## config.mk

```make
export PLATFORM = sky130hd
export DESIGN_NAME = data_bus_master_flat
export DESIGN_NICKNAME = d
export VERILOG_FILES = /design/src/rtl/data_bus_master_if.sv /design/src/rtl/data_bus_master.sv /design/src/flat_wrapper.sv
export SDC_FILE = /design/constraint.sdc
export NUM_CORES = 1
export LEC_CHECK = 0
export ABC_AREA = 1
export BUFFER_PORTS_ARGS = -buffer_cell sky130_fd_sc_hd__buf_2
export CORE_MARGIN = 2
export CORE_UTILIZATION = 52
export CTS_CLUSTER_DIAMETER = 30
export DETAILED_ROUTE_END_ITERATION = 7
export MAX_ROUTING_LAYER = met4
export PLACE_DENSITY = 0.86
export SLEW_MARGIN = 20
export SYNTH_ARGS = -nofsm -noshare
export SYNTH_HDL_FRONTEND = slang
export SYNTH_SLANG_ARGS = --single-unit
export TNS_END_PERCENT = 50
```

## constraint.sdc

```tcl
create_clock -name iCLK -period 3.6 [get_ports iCLK]
set_clock_uncertainty 0.15 [all_clocks]
set_input_delay 0.18 -clock iCLK [delete_from_list [all_inputs] [get_ports iCLK]]
set_output_delay 0.18 -clock iCLK [all_outputs]
set_load 0.01 [all_outputs]
```

## src/rtl/data_bus_master_if.sv

```systemverilog
// Data-memory bus between the load/store initiator and the memory side.
// The master drives strobes, address and store data; the slave returns read data.
interface data_bus_master_if #(
  parameter int ADDR_W = 32
);
  logic              wReadEnable;
  logic              wWriteEnable;
  logic [3:0]        wByteEnable;
  logic [ADDR_W-1:0] wAddress;
  logic [31:0]       wWriteData;
  logic [31:0]       wReadData;

  modport master (
    output wReadEnable,
    output wWriteEnable,
    output wByteEnable,
    output wAddress,
    output wWriteData,
    input  wReadData
  );

  modport slave (
    input  wReadEnable,
    input  wWriteEnable,
    input  wByteEnable,
    input  wAddress,
    input  wWriteData,
    output wReadData
  );
endinterface

```

## src/rtl/data_bus_master.sv

```systemverilog
// Single-outstanding load/store initiator for the CPU data bus with lane steering and load extension.
// Optional macro ALIGN_EXC_EN: misaligned requests complete immediately with oExcAddr instead of being force-aligned.
module data_bus_master #(
  parameter int WAIT_CYCLES = 1,
  parameter int ADDR_W      = 32
) (
  input  logic              iCLK,
  input  logic              iRST,
  input  logic              iReq,
  input  logic              iWrite,
  input  logic [1:0]        iSize,
  input  logic              iUnsigned,
  input  logic [ADDR_W-1:0] iAddr,
  input  logic [31:0]       iStoreData,
  output logic              oBusy,
  output logic              oDone,
  output logic [31:0]       oLoadData,
  output logic              oExcAddr,
  data_bus_master_if.master bus
);

  localparam logic [1:0] IDLE   = 2'd0;
  localparam logic [1:0] ACCESS = 2'd1;
  localparam logic [1:0] DONE   = 2'd2;

  // A wait count of 0 is treated as a single-cycle access.
  localparam int WaitEff = (WAIT_CYCLES < 1) ? 1 : WAIT_CYCLES;
  localparam int CntW    = (WaitEff > 1) ? $clog2(WaitEff) : 1;
  localparam logic [CntW-1:0] LastCount = CntW'(WaitEff - 1);

  logic [1:0]        state;
  logic [CntW-1:0]   count;
  logic              writeReg;
  logic [1:0]        sizeReg;
  logic              unsignedReg;
  logic [3:0]        reqBe;
  logic [31:0]       reqData;
  logic [ADDR_W-1:0] reqAddr;
  logic [31:0]       lane;
  logic [31:0]       loadExt;

`ifdef ALIGN_EXC_EN
  logic misaligned;
  logic excFlag;
`endif

  always_comb begin
    reqAddr = iAddr;
    reqBe   = 4'b1111;
    reqData = iStoreData;
`ifdef ALIGN_EXC_EN
    misaligned = 1'b0;
`endif
    case (iSize)
      2'b00: begin
        reqBe   = 4'b0001 << iAddr[1:0];
        reqData = {4{iStoreData[7:0]}};
      end
      2'b01: begin
`ifdef ALIGN_EXC_EN
        misaligned = iAddr[0];
`else
        reqAddr[0] = 1'b0;
`endif
        reqBe   = 4'b0011 << {iAddr[1], 1'b0};
        reqData = {2{iStoreData[15:0]}};
      end
      default: begin
`ifdef ALIGN_EXC_EN
        misaligned = |iAddr[1:0];
`else
        reqAddr[1:0] = 2'b00;
`endif
        reqBe   = 4'b1111;
        reqData = iStoreData;
      end
    endcase
  end

  // The captured address is already aligned, so a byte shift also serves halves and words.
  always_comb begin
    lane    = bus.wReadData >> {bus.wAddress[1:0], 3'b000};
    loadExt = lane;
    case (sizeReg)
      2'b00:   loadExt = unsignedReg ? {24'b0, lane[7:0]} : {{24{lane[7]}}, lane[7:0]};
      2'b01:   loadExt = unsignedReg ? {16'b0, lane[15:0]} : {{16{lane[15]}}, lane[15:0]};
      default: loadExt = lane;
    endcase
  end

  always_ff @(posedge iCLK) begin
    if (iRST) begin
      state            <= IDLE;
      count            <= '0;
      writeReg         <= 1'b0;
      sizeReg          <= 2'b00;
      unsignedReg      <= 1'b0;
      oLoadData        <= '0;
      bus.wReadEnable  <= 1'b0;
      bus.wWriteEnable <= 1'b0;
      bus.wByteEnable  <= 4'b0000;
      bus.wAddress     <= '0;
      bus.wWriteData   <= '0;
`ifdef ALIGN_EXC_EN
      excFlag          <= 1'b0;
`endif
    end else begin
      case (state)
        IDLE: begin
          if (iReq) begin
            writeReg       <= iWrite;
            sizeReg        <= iSize;
            unsignedReg    <= iUnsigned;
            bus.wAddress   <= reqAddr;
            bus.wWriteData <= reqData;
            count          <= '0;
`ifdef ALIGN_EXC_EN
            excFlag        <= misaligned;
            if (misaligned) begin
              state <= DONE;
            end else begin
              state            <= ACCESS;
              bus.wByteEnable  <= reqBe;
              bus.wReadEnable  <= ~iWrite;
              bus.wWriteEnable <= iWrite;
            end
`else
            state            <= ACCESS;
            bus.wByteEnable  <= reqBe;
            bus.wReadEnable  <= ~iWrite;
            bus.wWriteEnable <= iWrite;
`endif
          end
        end
        ACCESS: begin
          if (count == LastCount) begin
            state            <= DONE;
            bus.wReadEnable  <= 1'b0;
            bus.wWriteEnable <= 1'b0;
            bus.wByteEnable  <= 4'b0000;
            if (!writeReg) begin
              oLoadData <= loadExt;
            end
          end else begin
            count <= count + 1'b1;
          end
        end
        DONE: begin
          state <= IDLE;
          count <= '0;
`ifdef ALIGN_EXC_EN
          excFlag <= 1'b0;
`endif
        end
        default: state <= IDLE;
      endcase
    end
  end

  assign oBusy = (state != IDLE);
  assign oDone = (state == DONE);

`ifdef ALIGN_EXC_EN
  assign oExcAddr = (state == DONE) && excFlag;
`else
  assign oExcAddr = 1'b0;
`endif

endmodule
```

## src/flat_wrapper.sv

```systemverilog
// flat-port wrapper written by rule: the top's interface ports become plain ports
module data_bus_master_flat 
#(
  parameter int WAIT_CYCLES = 1,
  parameter int ADDR_W      = 32
)
  (iCLK, iRST, iReq, iWrite, iSize, iUnsigned, iAddr, iStoreData, oBusy, oDone, oLoadData, oExcAddr, bus_wReadEnable, bus_wWriteEnable, bus_wByteEnable, bus_wAddress, bus_wWriteData, bus_wReadData);
  data_bus_master_if #(.ADDR_W(ADDR_W)) bus_i ();
  input  logic iCLK;
  input  logic iRST;
  input  logic iReq;
  input  logic iWrite;
  input  logic [1:0] iSize;
  input  logic iUnsigned;
  input  logic [ADDR_W-1:0] iAddr;
  input  logic [31:0] iStoreData;
  output logic oBusy;
  output logic oDone;
  output logic [31:0] oLoadData;
  output logic oExcAddr;
  output wire logic [$bits(bus_i.wReadEnable)-1:0] bus_wReadEnable;
  output wire logic [$bits(bus_i.wWriteEnable)-1:0] bus_wWriteEnable;
  output wire logic [$bits(bus_i.wByteEnable)-1:0] bus_wByteEnable;
  output wire logic [$bits(bus_i.wAddress)-1:0] bus_wAddress;
  output wire logic [$bits(bus_i.wWriteData)-1:0] bus_wWriteData;
  input wire logic [$bits(bus_i.wReadData)-1:0] bus_wReadData;
  assign bus_wReadEnable = bus_i.wReadEnable;
  assign bus_wWriteEnable = bus_i.wWriteEnable;
  assign bus_wByteEnable = bus_i.wByteEnable;
  assign bus_wAddress = bus_i.wAddress;
  assign bus_wWriteData = bus_i.wWriteData;
  assign bus_i.wReadData = bus_wReadData;
  data_bus_master #(.WAIT_CYCLES(WAIT_CYCLES), .ADDR_W(ADDR_W)) u_core (.iCLK(iCLK), .iRST(iRST), .iReq(iReq), .iWrite(iWrite), .iSize(iSize), .iUnsigned(iUnsigned), .iAddr(iAddr), .iStoreData(iStoreData), .oBusy(oBusy), .oDone(oDone), .oLoadData(oLoadData), .oExcAddr(oExcAddr), .bus(bus_i));
endmodule
```

==> Flow_metrics.wiki, run 1 <==
{| class="wikitable"
! Metric !! Value
|-
| Outcome || completed
|-
| RSZ-0062 raised after global routing || false
|-
| Transition time at the pin with the least slew margin || 0.816 ns
|-
| Destination of the critical timing path || u_core.bus.wWriteData[28]
|-
| CTS tree || built
|-
| Vias || between 5000 and 6000
|-
| Cells along the critical path || inv_2, nand3_2, inv_2, buf_4, nand2_1, a31oi_1
|-
| Worst min path class || input pin to flop
|-
| Post-Synthesis Cells || 701
|-
| Total grt overflow || 0
|-
| Count of pins over their slew limit || 0
|-
| Pwr dens || 413 nW/um^2
|-
| Number of unique standard cell types used by synthesis || 28
|-
| Area leader, netlist || dfxtp_1
|-
| Placed standard-cell area || 5880 um^2
|-
| Static leakage || 3.48 nW
|-
| Fraction of synthesis flops using an asynchronous set or reset pin || 0%
|-
| Largest stage delay, worst path || 0.53 ns
|-
| Number of maximum-capacitance violations || 0
|-
| Number of I/O pins || 208
|-
| Initial Util || 53.6%
|-
| Highest-count cells in the layout ignoring fill and taps || 206 x buf_2, 196 x nand2_1, 108 x dfxtp_1
|-
| Fraction of met2 tracks used by global routing || 54.2%
|-
| Yosys top cell area share || 43.7%
|-
| Top_reg_cell synth || dfxtp_1
|-
| Vert. Die Dim || 102 um
|-
| Max stage delay cell, worst path || inv_2
|-
| TritonRoute pass-1 iters || 8
|-
| Summed instance area of the synthesized netlist || 4950 um^2
|-
| Number of setup buffers added after CTS || 0
|-
| Clock sink count || about 110
|-
| Clock period minus worst slack || 2.06 ns
|-
| Largest fanout on the critical path || 40
|-
| Initial antenna violation count || 0
|-
| GR met1 Demand/Resource || 37.7%
|-
| Final routed DRC violation total || 0
|-
| Number of flip-flops and latches in the synthesized netlist || between 100 and 150
|-
| Data required, critical path || 3.74 ns
|-
| Root Driver || clkbuf_8
|-
| Post-detail-place hpwl || 9.89 mm
|-
| Clock Latency Late Sink || 0.36 ns
|-
| Clock buffer depth || 2
|-
| Routed len/inst || 15.6 um
|-
| Synth-to-Final Area Change || 36.5%
|-
| Number of global-route vias before repair || 5552
|-
| First element of the critical path || u_core.state[0]
|-
| Total negative setup slack || 0 ns
|-
| Largest cells by area after synthesis || dfxtp_1 44%, nand2_1 15%, nor2_1 6.1%
|-
| Met3 track utilization from global routing || around 8.2%
|-
| Crit Path Category || flop to flop
|-
| Final Hold Vio Count || 0
|-
| Placer's final routability congestion estimate || 0.957
|-
| Initial drt markers || 399
|-
| Final #Nets || 1044
|-
| Die W || 102 um
|-
| Number of failing setup endpoints in the final timing report || 0
|-
| Worst Reg2Reg Path Length in Cells || 6
|-
| Largest vdd supply drop || 0.000366 V
|-
| Total nets after synthesis || 804
|-
| Overall global routing resource usage || 33.1%
|-
| Number of buffers created by CTS || 9
|-
| Mapped Avg Cell Area || 7.06 um^2
|-
| Highest achievable clock rate || 486 MHz
|-
| CP Data Arrival Time || approximately 2.2 ns
|-
| Startpoint of the lowest-slack hold path || bus_wReadData[21]
|-
| R2R setup slack || 1.54 ns
|-
| Most crowded layer after global routing || met2
|-
| Number of levels the H-tree was split into || 3
|-
| Yosys warning count || 0
|-
| Via-to-Cell Ratio || 5.43
|-
| Layout cells sized above 1 || 27.6%
|-
| Sort of element at the start of the critical path || flop
|-
| Cell type with the highest occurrence count on the critical path || inv_2
|-
| Sequential element share of the synthesized area || a little over two fifths
|-
| End of the worst register-to-register path || u_core.bus.wWriteData[28]
|-
| Std-Cell Rows || 35
|-
| Nature of the critical path endpoint || flop
|-
| Most common cell after layout, fill and taps aside || buf_2
|-
| Wire length of the first global-routing pass || approximately 26 mm
|-
| Core occupancy in the finished layout || about three quarters
|-
| FF-to-FF Start || u_core.state[0]
|-
| Floorplan Core Area || a little over 9000 um^2
|-
| Port bufs || 206
|-
| Inserted Diodes || 0
|-
| Number of flops mapped to enable cells by yosys || 0
|-
| Post-DRT Antenna Nets || 0
|-
| Largest net degree at the start of global routing || 66
|-
| Share of the clock period used by the worst path || between 50% and 60%
|-
| Clock transition at the register clock pins on the worst setup and hold paths after CTS || 0.11 ns
|-
| Headroom to the max-slew limit || 45.5%
|-
| Die area || 10300 um^2
|-
| Final std cell area, no fill || 6760 um^2
|-
| Sum of routed wire length over all layers || 16.7 mm
|}
==> registers in the layout, summed over array words and instances, names as in the netlist <==
name	cells
u_core.bus.wWriteEnable	1
u_core.state	2
u_core.bus.wReadEnable	1
u_core.bus.wWriteData	32
u_core.oLoadData	32
u_core.sizeReg	2
u_core.unsignedReg	1
u_core.writeReg	1
u_core.bus.wByteEnable	4
u_core.bus.wAddress	32
==> stage by stage <==
step	worst slack [ns]	cells	total power (W)	hold WS, ns
after floorplan	2.21	701	0.00174	0.114
after global placement	1.62	993	0.00193	0.280
after detailed placement	1.58	993	0.00194	0.287
after CTS	1.58	1075	0.00277	0.0517
after global routing	1.41	1075	0.00293	0.103
final	1.54	1075	0.00279	0.0978
==> what timing repair did <==
action                    4_1_cts  5_1_grt
gates resized for setup         0        0
hold buffers                   66        0
hold endpoints to repair       67        0
==> how the worst min path moves through the flow <==
| stage | cells past startpoint | to |
|---|---|---|
| floorplan | 1 | u_core.state[0] |
| global placement | 3 | u_core.bus.wAddress[19] |
| detailed placement | 3 | u_core.bus.wAddress[7] |
| CTS | 3 | u_core.bus.wWriteData[31] |
| global route | 5 | u_core.oLoadData[7] |
| finish | 7 | u_core.oLoadData[13] |
==> cell type report <==
type | count | area (um^2)
well taps | 129 | 161
fillers | 726 | 2480
repair buffers | 276 | 1720
flip-flops and latches | 108 | 2160
multi-input cells | 497 | 2310
clock inverters | 7 | 88.8
inverters | 49 | 191
clock buffers | 9 | 124
==> Yosys cell counts (all sizes together), types with 8 or more instances <==
cell type,n
clkbuf,9
nor2,86
nand2,201
dfxtp,108
a31oi,9
a21oi,52
nand3,61
o211ai,8
buf,38
o21a,23
inv,49
o21ai,54
==> critical path: cells and delay by family (launching register included) <==
kind	cells	cell delay, ns
AO/OA/AOI/OAI	1	0.20
buffers and inverters	3	1.09
flip-flops	1	0.33
AND/OR/NAND/NOR	2	0.20
==> where the power goes <==
group	internal (W)	switching (W)
Clock	0.000338	0.000453
Combinational	0.000266	0.000387
Sequential	0.00129	0.0000599
Total	0.00189	0.000900
==> cell families (layout without fill, tap and decap cells) <==
group	Yosys count	count (layout)	synth area share, %
compound gates	147	147	16.8
flops	108	108	43.7
buf+inv	96	341	9.70
simple gates	349	349	29.8
other cells	1	1	0.0757
==> routing by layer <==
metal	routed length [um]	vias up
met4	824	0
met2	7950	391
met3	1750	96
met1	6190	2614
li1	-	2740
met5	0	-
Power figures use the tool's default switching activity.
==> inputs of run 2 (changes only) <==
Settings changed: CORE_UTILIZATION 52 to 48, PLACE_DENSITY 0.86 to 0.8.
Clock period 3.6 ns to 1.92 ns, I/O delays scaled along.
==> Flow_metrics.wiki, run 2 (same netlist as run 1, synthesis figures left out) <==
{| class="wikitable"
! Metric !! Value
|-
| Routed len/inst || 14.9 um (was 15.6 um)
|-
| Worst Reg2Reg Path Length in Cells || 6 (unchanged)
|-
| Std-Cell Rows || 37 (was 35)
|-
| Number of levels the H-tree was split into || 3 (unchanged)
|-
| Initial antenna violation count || 0 (unchanged)
|-
| Final #Nets || 1062 (was 1044)
|-
| Outcome || completed (unchanged)
|-
| Via-to-Cell Ratio || 5.18 (was 5.43)
|-
| Final Hold Vio Count || 0 (unchanged)
|-
| Number of maximum-capacitance violations || 0 (unchanged)
|-
| Clock transition at the register clock pins on the worst setup and hold paths after CTS || 0.10 ns (was 0.11 ns)
|-
| Sort of element at the start of the critical path || input pin (was flop)
|-
| Count of pins over their slew limit || 0 (unchanged)
|-
| Crit Path Category || input pin to flop (was flop to flop)
|-
| RSZ-0062 raised after global routing || false (unchanged)
|-
| Nature of the critical path endpoint || flop (unchanged)
|-
| Most common cell after layout, fill and taps aside || buf_2 (unchanged)
|-
| Final routed DRC violation total || 0 (unchanged)
|-
| Max stage delay cell, worst path || dlygate4sd3_1 (was inv_2)
|-
| Clock buffer depth || 2 (unchanged)
|-
| Root Driver || clkbuf_8 (unchanged)
|-
| Post-detail-place hpwl || 10.3 mm (was 9.89 mm)
|-
| Clock sink count || 108 (unchanged)
|-
| Largest net degree at the start of global routing || 77 (was 66)
|-
| Final Power || 0.00508 W (was 0.00279 W)
|-
| Largest stage delay, worst path || 0.56 ns (was 0.53 ns)
|-
| Inserted Diodes || 0 (unchanged)
|-
| Largest vdd supply drop || 0.000372 V (was 0.000366 V)
|-
| Number of I/O pins || 208 (unchanged)
|-
| Post-DRT Antenna Nets || 0 (unchanged)
|-
| Final worst setup slack || 0.0882 ns (was 1.54 ns)
|-
| Hold path cells || 7 (unchanged)
|-
| Post-layout instance count excluding filler cells || 1098 (was 1075)
|-
| Crit path buf inv count || 3 (unchanged)
|-
| Synth-to-Final Area Change || 39.7% (was 36.5%)
|-
| Overall global routing resource usage || 30.1% (was 33.1%)
|-
| Wire length of the first global-routing pass || 26.3 mm (was 26.2 mm)
|-
| Minimum setup slack after placement || 0.324 ns (was 1.58 ns)
|-
| Kind of cell adding the most delay to the critical path || buffers and inverters (unchanged)
|-
| Filler cell count in the final layout || 867 (was 726)
|-
| Largest fanout on the critical path || 10 (was 40)
|-
| Core occupancy in the finished layout || 67.9% (was 73.1%)
|-
| Placed Cells || 1007 (was 993)
|-
| Vert. Die Dim || 106 um (was 102 um)
|-
| Vias || 5690 (was 5841)
|-
| Sum of routed wire length over all layers || 16.4 mm (was 16.7 mm)
|-
| Highest achievable clock rate || 546 MHz
|-
| Die W || 106 um (was 102 um)
|-
| Number of global-route vias before repair || 5521 (was 5552)
|-
| CTS tree || built (unchanged)
|-
| Data required, critical path || 2.06 ns (was 3.74 ns)
|-
| Largest registers in the final layout || u_core.bus.wAddress (32), u_core.bus.wWriteData (32), u_core.oLoadData (32) (unchanged)
|-
| Flip-flop and latch area || 2160 um^2 (unchanged)
|-
| Layout cells sized above 1 || 28.0% (was 27.6%)
|-
| Total negative setup slack || 0 ns (unchanged)
|-
| Placer's final routability congestion estimate || 1.03 (was 0.957)
|-
| Port bufs || 206 (unchanged)
|-
| Floorplan Core Area || 10200 um^2 (was 9240 um^2)
|-
| Die area || 11100 um^2 (was 10300 um^2)
|-
| Initial drt markers || 395 (was 399)
|-
| Clock period minus worst slack || ~1.8 ns
|-
| Total grt overflow || 0 (unchanged)
|-
| Pwr dens || 735 nW/um^2 (was 413 nW/um^2)
|-
| CP Data Arrival Time || 1.97 ns (was 2.20 ns)
|-
| Share of the clock period used by the worst path || 95.4%
|-
| Worst min path class || input pin to flop (unchanged)
|-
| Highest-count cells in the layout ignoring fill and taps || 205 x buf_2, 196 x nand2_1, 108 x dfxtp_1 (was 206 x buf_2, 196 x nand2_1, 108 x dfxtp_1)
|-
| Number of cells on the critical path || 8 (was 6)
|-
| Number of buffers created by CTS || 9 (unchanged)
|-
| Clock Latency Late Sink || 0.36 ns (about the same)
|-
| TritonRoute pass-1 iters || 5 (was 8)
|-
| Multi-input gate area || 2310 um^2 (unchanged)
|-
| Initial Util || 48.6% (was 53.6%)
|-
| Static leakage || 3.56 nW (was 3.48 nW)
|-
| Number of failing setup endpoints in the final timing report || 0 (unchanged)
|-
| Cells along the critical path || dlygate4sd3_1, buf_4, nor2_4, nand2_1, nand2_1, a21oi_1, dlygate4sd3_1, a21oi_1 (was inv_2, nand3_2, inv_2, buf_4, nand2_1, a31oi_1)
|}
==> run 2: cell types whose count changed in the layout (fill, tap and decap cells not counted), moves of 2 or more <==
cell           delta
buf_12            +3
buf_4             +8
dlygate4sd3_1     +8
inv_6             -2
==> run 2: report_power, final <==
group | internal [W] | leakage, nW | total, W | switching [W]
clock | 0.000480 | 0.0841 | 0.00130 | 0.000817
combinational | 0.000540 | 2.59 | 0.00127 | 0.000728
sequential | 0.00242 | 0.890 | 0.00252 | 0.0000974
==> run 2: layout make-up <==
| class | count | area share (%) |
|---|---|---|
| clock inverter | 5 | 0.651 |
| timing repair buffer | 294 | 27.7 |
| clock buffer | 9 | 1.79 |
| sequential | 108 | 31.3 |
| multi-input combinational | 497 | 33.4 |
| inverter | 49 | 2.77 |
| tap | 136 | 2.46 |
==> run 2: per-stage QoR <==
stage,instance area [um^2],hold WS (ns)
2_1_floorplan,4950,0.0301
3_3_place_gp,5980,0.195
3_5_place_dp,5980,0.205
4_1_cts,6890,0.00553
5_1_grt,6920,0.0132
6_report,6920,0.0208
==> run 2: routing by layer <==
layer	share of wire, %	up-vias	GRT usage [%]
li1	-	2765	-
met1	39	2548	34.9
met2	50	323	51.1
met3	7.8	54	4.95
met4	3.5	0	14.2
met5	0	-	-
==> run 2: timing repair <==
item / CTS / global route
hold buffers: 74 / 0
endpoints found under the setup margin: 0 / 1
gates resized for setup: 0 / 2
buffers inserted: 0 / 3
hold endpoints to repair: 76 / 0
==> run 2: worst paths after layout <==
path                                           startpoint  slack, ns                         to
worst min-delay path                    bus_wReadData[12]       0.02       u_core.oLoadData[12]
worst min register to register  u_core.bus.wWriteData[19]       0.32  u_core.bus.wWriteData[19]
worst max register to register            u_core.state[0]       0.25    u_core.bus.wAddress[30]
worst max-delay path                             iSize[0]       0.09  u_core.bus.wWriteData[11]
==> run 2: worst min-delay path: stages <==
cell     delay [ns]
buf_2          0.10
nand2_1        0.05
nand3_1        0.06
nand3_1        0.06
nand2_1        0.06
nand2_1        0.04
inv_1          0.04
==> inputs of run 3 (changes only) <==
Settings changed: REMOVE_ABC_BUFFERS set to 1, SKIP_CTS_REPAIR_TIMING set to 1.
==> Flow_metrics.wiki, run 3 (same netlist as run 1, synthesis figures left out) <==
{| class="wikitable"
! Metric !! Value
|-
| Final #Nets || 1056 (was 1062)
|-
| Number of failing setup endpoints in the final timing report || 0 (unchanged)
|-
| Largest fanout on the critical path || 10 (unchanged)
|-
| Highest achievable clock rate || 542 MHz (was 546 MHz)
|-
| Reported net switching power || 0.00167 W (was 0.00164 W)
|-
| Pwr dens || 760 nW/um^2 (was 735 nW/um^2)
|-
| Final worst setup slack || 0.0743 ns (was 0.0882 ns)
|-
| Share of the clock period used by the worst path || 96.1% (was 95.4%)
|-
| Floorplan Core Area || 10200 um^2 (unchanged)
|-
| Share of power burned in registers || 48.0% (was 49.5%)
|-
| Vias || 5730 (was 5690)
|-
| Std-Cell Rows || 37 (unchanged)
|-
| Data required, critical path || 2.09 ns (was 2.06 ns)
|-
| Static leakage || 3.57 nW (was 3.56 nW)
|-
| Number of cells on the critical path || 6 (was 8)
|-
| Cells along the critical path || inv_2, nand3_2, inv_2, o21ai_0, a31oi_1, dlygate4sd3_1 (was dlygate4sd3_1, buf_4, nor2_4, nand2_1, nand2_1, a21oi_1, dlygate4sd3_1, a21oi_1)
|-
| Combinational cell fraction of total power || 24.3% (was 25.0%)
|-
| Clock period minus worst slack || 1.85 ns (was 1.83 ns)
|-
| Clock buffer depth || 2 (unchanged)
|-
| Placer's final routability congestion estimate || 0.872 (was 1.03)
|-
| Number of buffers created by CTS || 9 (unchanged)
|-
| Clock sink count || 108 (unchanged)
|-
| Root Driver || clkbuf_8 (unchanged)
|-
| Die area || 11100 um^2 (unchanged)
|-
| Overall global routing resource usage || 25.7% (was 30.1%)
|-
| Filler cell count in the final layout || 848 (was 867)
|-
| Core occupancy in the finished layout || 67.9% (unchanged)
|-
| Number of global-route vias before repair || 4864 (was 5521)
|-
| Synth-to-Final Area Change || 39.7% (unchanged)
|-
| Cell type with the highest occurrence count on the critical path || inv_2
|-
| Die W || 106 um (unchanged)
|-
| Count of pins over their slew limit || 0 (unchanged)
|-
| Max stage delay cell, worst path || dlygate4sd3_1 (unchanged)
|-
| Worst min path class || input pin to flop (unchanged)
|-
| Inserted Diodes || 0 (unchanged)
|-
| CTS tree || built (unchanged)
|-
| Fraction of power spent switching nets || 31.8% (was 32.3%)
|-
| Clock Power Share || 27.6% (was 25.5%)
|-
| Final Hold Vio Count || 1 (was 0)
|-
| Initial drt markers || 420 (was 395)
|-
| TritonRoute pass-1 iters || 5 (unchanged)
|-
| Final routed DRC violation total || 0 (unchanged)
|-
| Post-DRT Antenna Nets || 0 (unchanged)
|-
| Number of maximum-capacitance violations || 0 (unchanged)
|-
| Routed len/inst || 15.3 um (was 14.9 um)
|-
| Post-detail-place hpwl || 10.2 mm (was 10.3 mm)
|-
| Worst Reg2Reg Path Length in Cells || 6 (unchanged)
|-
| Violated checks || hold timing
|-
| Layout cells sized above 1 || 28.2% (was 28.0%)
|-
| Minimum setup slack after placement || 0.306 ns (was 0.324 ns)
|-
| Worst hold margin || -0.00166 ns (was 0.0208 ns)
|-
| Port bufs || 206 (unchanged)
|-
| Highest-count cells in the layout ignoring fill and taps || 206 x buf_2, 196 x nand2_1, 108 x dfxtp_1 (was 205 x buf_2, 196 x nand2_1, 108 x dfxtp_1)
|-
| Most common cell after layout, fill and taps aside || buf_2 (unchanged)
|-
| Outcome || complete, but fails checks (was completed)
|-
| Initial antenna violation count || 0 (unchanged)
|-
| Vert. Die Dim || 106 um (unchanged)
|-
| Clock transition at the register clock pins on the worst setup and hold paths after CTS || 0.12 ns (was 0.10 ns)
|-
| Kind of cell adding the most delay to the critical path || buffers and inverters (unchanged)
|-
| Hold path cells || 5 (was 7)
|-
| Largest net degree at the start of global routing || 66 (was 77)
|-
| Sum of routed wire length over all layers || 16.7 mm (was 16.4 mm)
|-
| Crit Path Category || flop to flop (was input pin to flop)
|-
| Largest vdd supply drop || 0.000485 V (was 0.000372 V)
|-
| Largest registers in the final layout || u_core.bus.wAddress (32), u_core.bus.wWriteData (32), u_core.oLoadData (32) (unchanged)
|-
| Clock Latency Late Sink || 0.36 ns (about the same)
|-
| Total grt overflow || 0 (unchanged)
|-
| Wire length of the first global-routing pass || 22.8 mm (was 26.3 mm)
|-
| Crit path buf inv count || 3 (unchanged)
|-
| Number of levels the H-tree was split into || 3 (unchanged)
|-
| Number of I/O pins || 208 (unchanged)
|-
| Largest stage delay, worst path || 0.57 ns (was 0.56 ns)
|-
| Nature of the critical path endpoint || flop (unchanged)
|-
| Sort of element at the start of the critical path || flop (was input pin)
|-
| Initial Util || 48.6% (unchanged)
|-
| Via-to-Cell Ratio || 5.24 (was 5.18)
|-
| CP Data Arrival Time || 2.02 ns (was 1.97 ns)
|-
| Int Power || 0.00359 W (was 0.00344 W)
|}
==> run 3: final timing paths <==
kind / start / endpoint / slack, ns
max: u_core.state[0] / u_core.bus.wWriteData[31] / 0.07
min: bus_wReadData[7] / u_core.oLoadData[7] / -0.002
max reg2reg: u_core.state[0] / u_core.bus.wWriteData[31] / 0.07
min reg2reg: u_core.sizeReg[0] / u_core.sizeReg[0] / 0.32
==> run 3: routing by layer <==
layer | up-vias | part of all wire, % | track usage [%]
met5 | - | 0 | -
met4 | 0 | 3.0 | 7.42
met3 | 50 | 9.8 | 5.07
met2 | 364 | 47 | 42.2
met1 | 2551 | 40 | 32.2
li1 | 2765 | - | -
==> run 3: worst min-delay path: stages <==
cell     delay [ns]
buf_2          0.08
nand2_1        0.05
nand3_2        0.08
a21oi_1        0.08
nor2_1         0.08
==> run 3: layout make-up <==
class / count / area (um^2) / area share, %
multi-input cells: 497 / 2310 / 33.4
flip-flops and latches: 108 / 2160 / 31.3
repair buffers: 288 / 1880 / 27.2
inverters: 49 / 191 / 2.77
well taps: 136 / 170 / 2.46
clock buffers: 9 / 124 / 1.79
clock inverters: 7 / 80.1 / 1.16
==> run 3: stage by stage <==
step | instance area, um^2 | total power, W | std cells | setup TNS, ns
5_1_grt | 6920 | 0.00551 | 1094 | -0.0220
4_1_cts | 6230 | 0.00511 | 1025 | 0
3_5_place_dp | 6020 | 0.00369 | 1009 | 0
2_1_floorplan | 4660 | 0.00318 | 654 | -30.78
6_report | 6920 | 0.00526 | 1094 | 0
3_3_place_gp | 6020 | 0.00367 | 1009 | 0
==> run 3: power by group through the flow <==
stage / clock network [W] / registers [W] / logic [W]
after global routing: 0.00157 / 0.00254 / 0.00140
after global placement: 0 / 0.00256 / 0.00111
final: 0.00145 / 0.00253 / 0.00128
after CTS: 0.00147 / 0.00251 / 0.00113
after detailed placement: 0 / 0.00256 / 0.00112
after floorplan: 0 / 0.00265 / 0.000526
